--- config.mk ---
export PLATFORM = sky130hd
export DESIGN_NAME = inference_sequencer
export DESIGN_NICKNAME = d
export VERILOG_FILES = /design/src/rtl/inference_sequencer.sv
export SDC_FILE = /design/constraint.sdc
export NUM_CORES = 1
export LEC_CHECK = 0
export ABC_AREA = 1
export BUFFER_PORTS_ARGS = -buffer_cell sky130_fd_sc_hd__buf_2
export CORE_MARGIN = 4
export CORE_UTILIZATION = 47
export DETAILED_ROUTE_END_ITERATION = 12
export GPL_TIMING_DRIVEN = 0
export PLACE_DENSITY = 0.8
export SLEW_MARGIN = 20
export SYNTH_ARGS = -nofsm -noshare
export SYNTH_HDL_FRONTEND = slang
export SYNTH_SLANG_ARGS = --single-unit
--- constraint.sdc ---
create_clock -name clk -period 1.3 [get_ports clk]
set_input_delay 0.13 -clock clk [delete_from_list [all_inputs] [get_ports clk]]
set_output_delay 0.13 -clock clk [all_outputs]
set_load 0.01 [all_outputs]
--- src/rtl/inference_sequencer.sv ---
// inference_sequencer: launches each FNN layer in order and hands the argmax class downstream.
// Define FNN_SEQ_TIMEOUT_EN to bound each layer wait by TIMEOUT_CYC cycles and raise error.
module inference_sequencer #(
    parameter int NUM_LAYERS  = 3,
    parameter int CLASS_W     = 4,
    parameter int TIMEOUT_CYC = 4096
) (
    input  logic                  clk,
    input  logic                  rst_n,
    input  logic                  start,
    output logic                  busy,
    output logic [NUM_LAYERS-1:0] layer_start,
    input  logic [NUM_LAYERS-1:0] layer_done,
    input  logic [CLASS_W-1:0]    class_in,
    output logic [CLASS_W-1:0]    result_class,
    output logic                  result_valid,
    input  logic                  result_ready,
    output logic                  error
);
    localparam int IW = NUM_LAYERS > 1 ? $clog2(NUM_LAYERS) : 1;

    if (NUM_LAYERS < 1 || NUM_LAYERS > 8 || TIMEOUT_CYC < 1) begin : g_bad_cfg
        $error("inference_sequencer: unsupported parameter values");
    end

    typedef enum logic [2:0] {IDLE, LAUNCH, WAIT, CAPTURE, HOLD} state_t;

    state_t                state, state_nx;
    logic [IW-1:0]         idx, idx_nx;
    logic [NUM_LAYERS-1:0] done_q, rise;
    logic                  pend, hit, last, tmo;

    assign rise = layer_done & ~done_q;
    // a rise during the launch cycle is remembered so WAIT still sees it
    assign hit  = rise[idx] | pend;
    assign last = idx == IW'(NUM_LAYERS - 1);

    assign busy         = state != IDLE;
    assign result_valid = state == HOLD;
    assign layer_start  = (state == LAUNCH) ? NUM_LAYERS'(1) << idx : '0;

    always_comb begin
        state_nx = state;
        idx_nx   = idx;
        case (state)
            IDLE:    if (start) begin
                         state_nx = LAUNCH;
                         idx_nx   = '0;
                     end
            LAUNCH:  state_nx = WAIT;
            WAIT:    if (hit) begin
                         state_nx = last ? CAPTURE : LAUNCH;
                         idx_nx   = last ? idx : idx + 1'b1;
                     end else if (tmo) begin
                         state_nx = IDLE;
                     end
            CAPTURE: state_nx = HOLD;
            HOLD:    if (result_ready) state_nx = IDLE;
            default: state_nx = IDLE;
        endcase
    end

    always_ff @(posedge clk or negedge rst_n) begin
        if (!rst_n) begin
            state        <= IDLE;
            idx          <= '0;
            done_q       <= '0;
            pend         <= 1'b0;
            result_class <= '0;
        end else begin
            state  <= state_nx;
            idx    <= idx_nx;
            done_q <= layer_done;
            pend   <= (state == LAUNCH) && rise[idx];
            if (state == CAPTURE) result_class <= class_in;
        end
    end

`ifdef FNN_SEQ_TIMEOUT_EN
    localparam int CW = $clog2(TIMEOUT_CYC + 1);

    logic [CW-1:0] wcnt;
    logic          err_q;

    assign tmo   = (state == WAIT) && !hit && wcnt == CW'(TIMEOUT_CYC - 1);
    assign error = err_q;

    always_ff @(posedge clk or negedge rst_n) begin
        if (!rst_n) begin
            wcnt  <= '0;
            err_q <= 1'b0;
        end else begin
            wcnt  <= (state == WAIT) ? wcnt + 1'b1 : '0;
            err_q <= tmo | (err_q & !(state == IDLE && start));
        end
    end
`else
    assign tmo   = 1'b0;
    assign error = 1'b0;
`endif
endmodule

==> metrics.md <==
| Metric | Value |
|---|---|
| Port Buffer Count | `19` |
| Design area | `948.4 sq um` |
| Nets | `roughly 120` |
| Clk sinks | `13` |
| CP peak stage delay | `about 0.43 ns` |
| Max Freq | `between 700 and 800 MHz` |
| ANT nets after route | `0` |
| Antenna violations before repair | `0` |
| H-tree lvl count | `1` |
| Ant. Diodes | `0` |
| Clk slew on worst S/H paths | `about 0.080 ns` |
| CP Class | `reg -> out` |
| RSZ-0062 raised after global routing | `yes` |
| Largest net degree at the start of global routing | `14` |
| Crit-path cells | `buf_4 -> ha_4 -> inv_1 -> nor2_1 -> buf_2` |
| WP data arrival | `approximately 1.2 ns` |
| Hold Startpoint | `class_in[3]` |
| Crit path launch type | `register` |
| Routed vias | `570` |
| CP Capture Type | `output pin` |
| Hold Vio Cnt, Final | `0` |
| Grt ovf | `0` |
| Final period utilization | `101.7%` |
| Core Rows | `13` |
| Tmin final | `1.322 ns` |
| Mapped Nets | `between 80 and 90` |
| Worst-Skew Late Latency | `around 0.27 ns` |
| Synth async-reset ratio | `100.0%` |
| Clk_skew | `~0.0047 ns` |
| Pleak | `a little under 0.0005 uW` |
| First-pass GRT wire length | `approximately 1900 um` |
| Total CTS buffers | `3` |
| Distinct cells, synth | `18` |
| Worst path setup slack after routing | `-0.02244 ns` |
| Maxcap violations | `0` |
| HPWL after DPL | `901.7 um` |
| P&R area growth vs syn | `44.38%` |
| Worst EP required | `~1.2 ns` |
| Cell type with the highest aggregate area in the netlist | `dfrtp_1` |
| Filler cell count | `slightly below 100` |
| Tot GR Track Use | `13.37%` |
| Max stage delay cell, worst path | `dfrtp_2` |
| Post-synth EDFFs | `0` |
| Placed Area | `770.7 sq um` |
| Full die area | `2060 sq um` |
| Syn avg cell area | `roughly 9.1 sq um` |
| Top-area cell type share of the netlist area | `between 40% and 50%` |
| R2R Path Start | `idx[0]$_DFFE_PN0P_` |
| Routed WL | `1376 um` |
| Max VDD drop | `approximately 0.0011 V` |
| FF+latch count, synth | `13` |
| DRC | `0` |
| Reg2reg path depth | `9` |
| Final Wtd Congestion | `between 0.7 and 0.8` |
| PwrDens | `~2000 nW/um^2` |
| Status | `complete, but fails checks` |
| Vias in the first global route | `roughly 470` |
| Worst reg2reg path endpoint | `idx[1]$_DFFE_PN0P_` |
| Core area | `around 1300 sq um` |
| Root Buffer | `clkbuf_4` |
| Most frequent cell after synthesis | `dfrtp_1` |
| Final slew viol count | `0` |
| Hold Crit Class | `in -> reg` |
| Primary FF master, synth | `dfrtp_1` |
| Drt pass-1 iters | `4` |
| Cell count after synthesis | `between 70 and 80` |
| Final setup viols | `3` |
| TritonCTS clock tree | `yes` |
| Critical path origin | `idx[0]$_DFFE_PN0P_` |
| Critical Path Sink | `layer_start[1]` |
| DR WL/cell | `~12 um` |
| Setup TNS | `-0.04822 ns` |
| Max Buffers Root-to-Sink | `2` |
| Reg2reg setup slack | `around 0.020 ns` |
| Seq/Total Area, Yosys | `about half` |
| Top post-synthesis cells by area | `dfrtp_1, inv_1, mux2_2, nand2_1, ha_1` |
| Height of the die | `~45 um` |
| Layout cells sized above 1 | `approximately half` |
| Crit path max fanout | `3` |
| Ys Warns | `0` |
| Via/cell ratio | `4.790` |
| Starting Density | `between 50% and 60%` |
| Commonest cells in the netlist | `dfrtp_1, inv_1, nand2_1` |
| DRT iter0 DRCs | `10` |
| Failing checks | `negative setup slack` |
| Die width | `45.39 um` |
| IO Count | `21` |
| Synth Cell Area | `roughly 660 sq um` |
worst min-delay path by stage:
stage                     cells after the start                          end  slack [ns]
final                                         2  result_class[3]$_DFFE_PN0P_        0.09
after detailed placement                      1          done_q[2]$_DFF_PN0_        0.02
after floorplan                               0          done_q[0]$_DFF_PN0_       -0.17
after global placement                        1          done_q[2]$_DFF_PN0_        0.02
after global routing                          2  result_class[2]$_DFFE_PN0P_        0.10
after CTS                                     2  result_class[3]$_DFFE_PN0P_        0.08
routing by layer:
layer	up-vias	GRT usage, %	share of wire, %
li1	289	-	-
met1	262	17.01	44
met2	17	20.61	49
met3	2	2.372	5.5
met4	0	8.772	0.87
met5	-	0	0
stage by stage:
stage / setup slack, ns / hold WS (ns) / util, % / power [uW] / cells
6_report: -0.02244 / 0.09001 / 72.88 / 1933 / 119
5_1_grt: -0.06446 / 0.1002 / 72.88 / 2096 / 119
2_1_floorplan: 0.1078 / -0.1656 / - / 1213 / 72
3_5_place_dp: -0.005997 / 0.02366 / 59.23 / 1451 / 106
4_1_cts: -0.02313 / 0.08409 / 65.58 / 1747 / 115
3_3_place_gp: 0.01693 / 0.02160 / 59.23 / 1418 / 106
worst max-delay path: cells and delay by family (launching register included):
kind                     cells  cell delay (ns)
buffers and inverters        3             0.33
adder cells (fa/ha/maj)      1             0.14
flip-flops                   1             0.43
AND/OR/NAND/NOR              1             0.03
cells by family (layout without fill, tap and decap cells):
| kind of cell | count (synthesis) | count (layout) | synth area share, % |
|---|---|---|---|
| adders and majority gates | 3 | 3 | 5.715 |
| other | 1 | 1 | 0.5709 |
| muxes | 4 | 4 | 6.857 |
| buffers and inverters | 13 | 45 | 8.000 |
| AOI/OAI and AO/OA | 2 | 2 | 1.522 |
| and+or+nand+nor | 36 | 36 | 27.81 |
| DFF | 13 | 13 | 49.52 |
layout by cell type, fill, tap and decap left out:
| master | synthesis | layout |
|---|---|---|
| o21ai_0 | 1 | 1 |
| inv_1 | 12 | 7 |
| nor2_4 | 1 | 1 |
| dfrtp_2 | 0 | 3 |
| conb_1 | 1 | 1 |
| clkbuf_1 | 0 | 1 |
| buf_2 | 0 | 19 |
| nand3_2 | 2 | 1 |
| inv_2 | 0 | 4 |
| mux2_2 | 4 | 4 |
| buf_4 | 1 | 6 |
| nor2_2 | 1 | 2 |
| nand3_1 | 5 | 4 |
| nand4_1 | 3 | 3 |
| ha_4 | 0 | 3 |
| nand2_2 | 2 | 3 |
| nor2_1 | 8 | 7 |
| dlygate4sd3_1 | 0 | 4 |
| or2_4 | 1 | 1 |
| inv_4 | 0 | 1 |
| nand2_1 | 12 | 11 |
| nand3_4 | 0 | 2 |
| clkbuf_4 | 0 | 3 |
| nor3_2 | 0 | 1 |
| dfrtp_1 | 13 | 10 |
| a21oi_1 | 1 | 1 |
flip-flops by register name (all words and copies together), names as in the netlist:
name and count:
state 3, idx 2, result_class 4, done_q 3
pend 1
area by class of cell:
class / instances / area (sq um) / area share [%]
inverters: 12 / 47.55 / 5.013
well taps: 15 / 18.77 / 1.979
repair buffers: 28 / 172.7 / 18.21
multi-input cells: 46 / 346.6 / 36.54
flip-flops and latches: 13 / 329.1 / 34.70
clock buffers: 4 / 26.28 / 2.770
plain buffers: 1 / 7.507 / 0.7916
what timing repair did:
item	4_1_cts	5_1_grt
buffers inserted	1	4
hold endpoints to repair	16	0
pin swaps	0	4
gates resized for setup	5	16
hold buffers	4	0
endpoints found under the setup margin	5	8
report_power, final:
part           switching, uW  total (uW)  internal (uW)
clock network            120         238            119
registers                130         679            548
logic                    546        1020            471
total                    795        1930           1140
(Power assumes the default switching activity.)
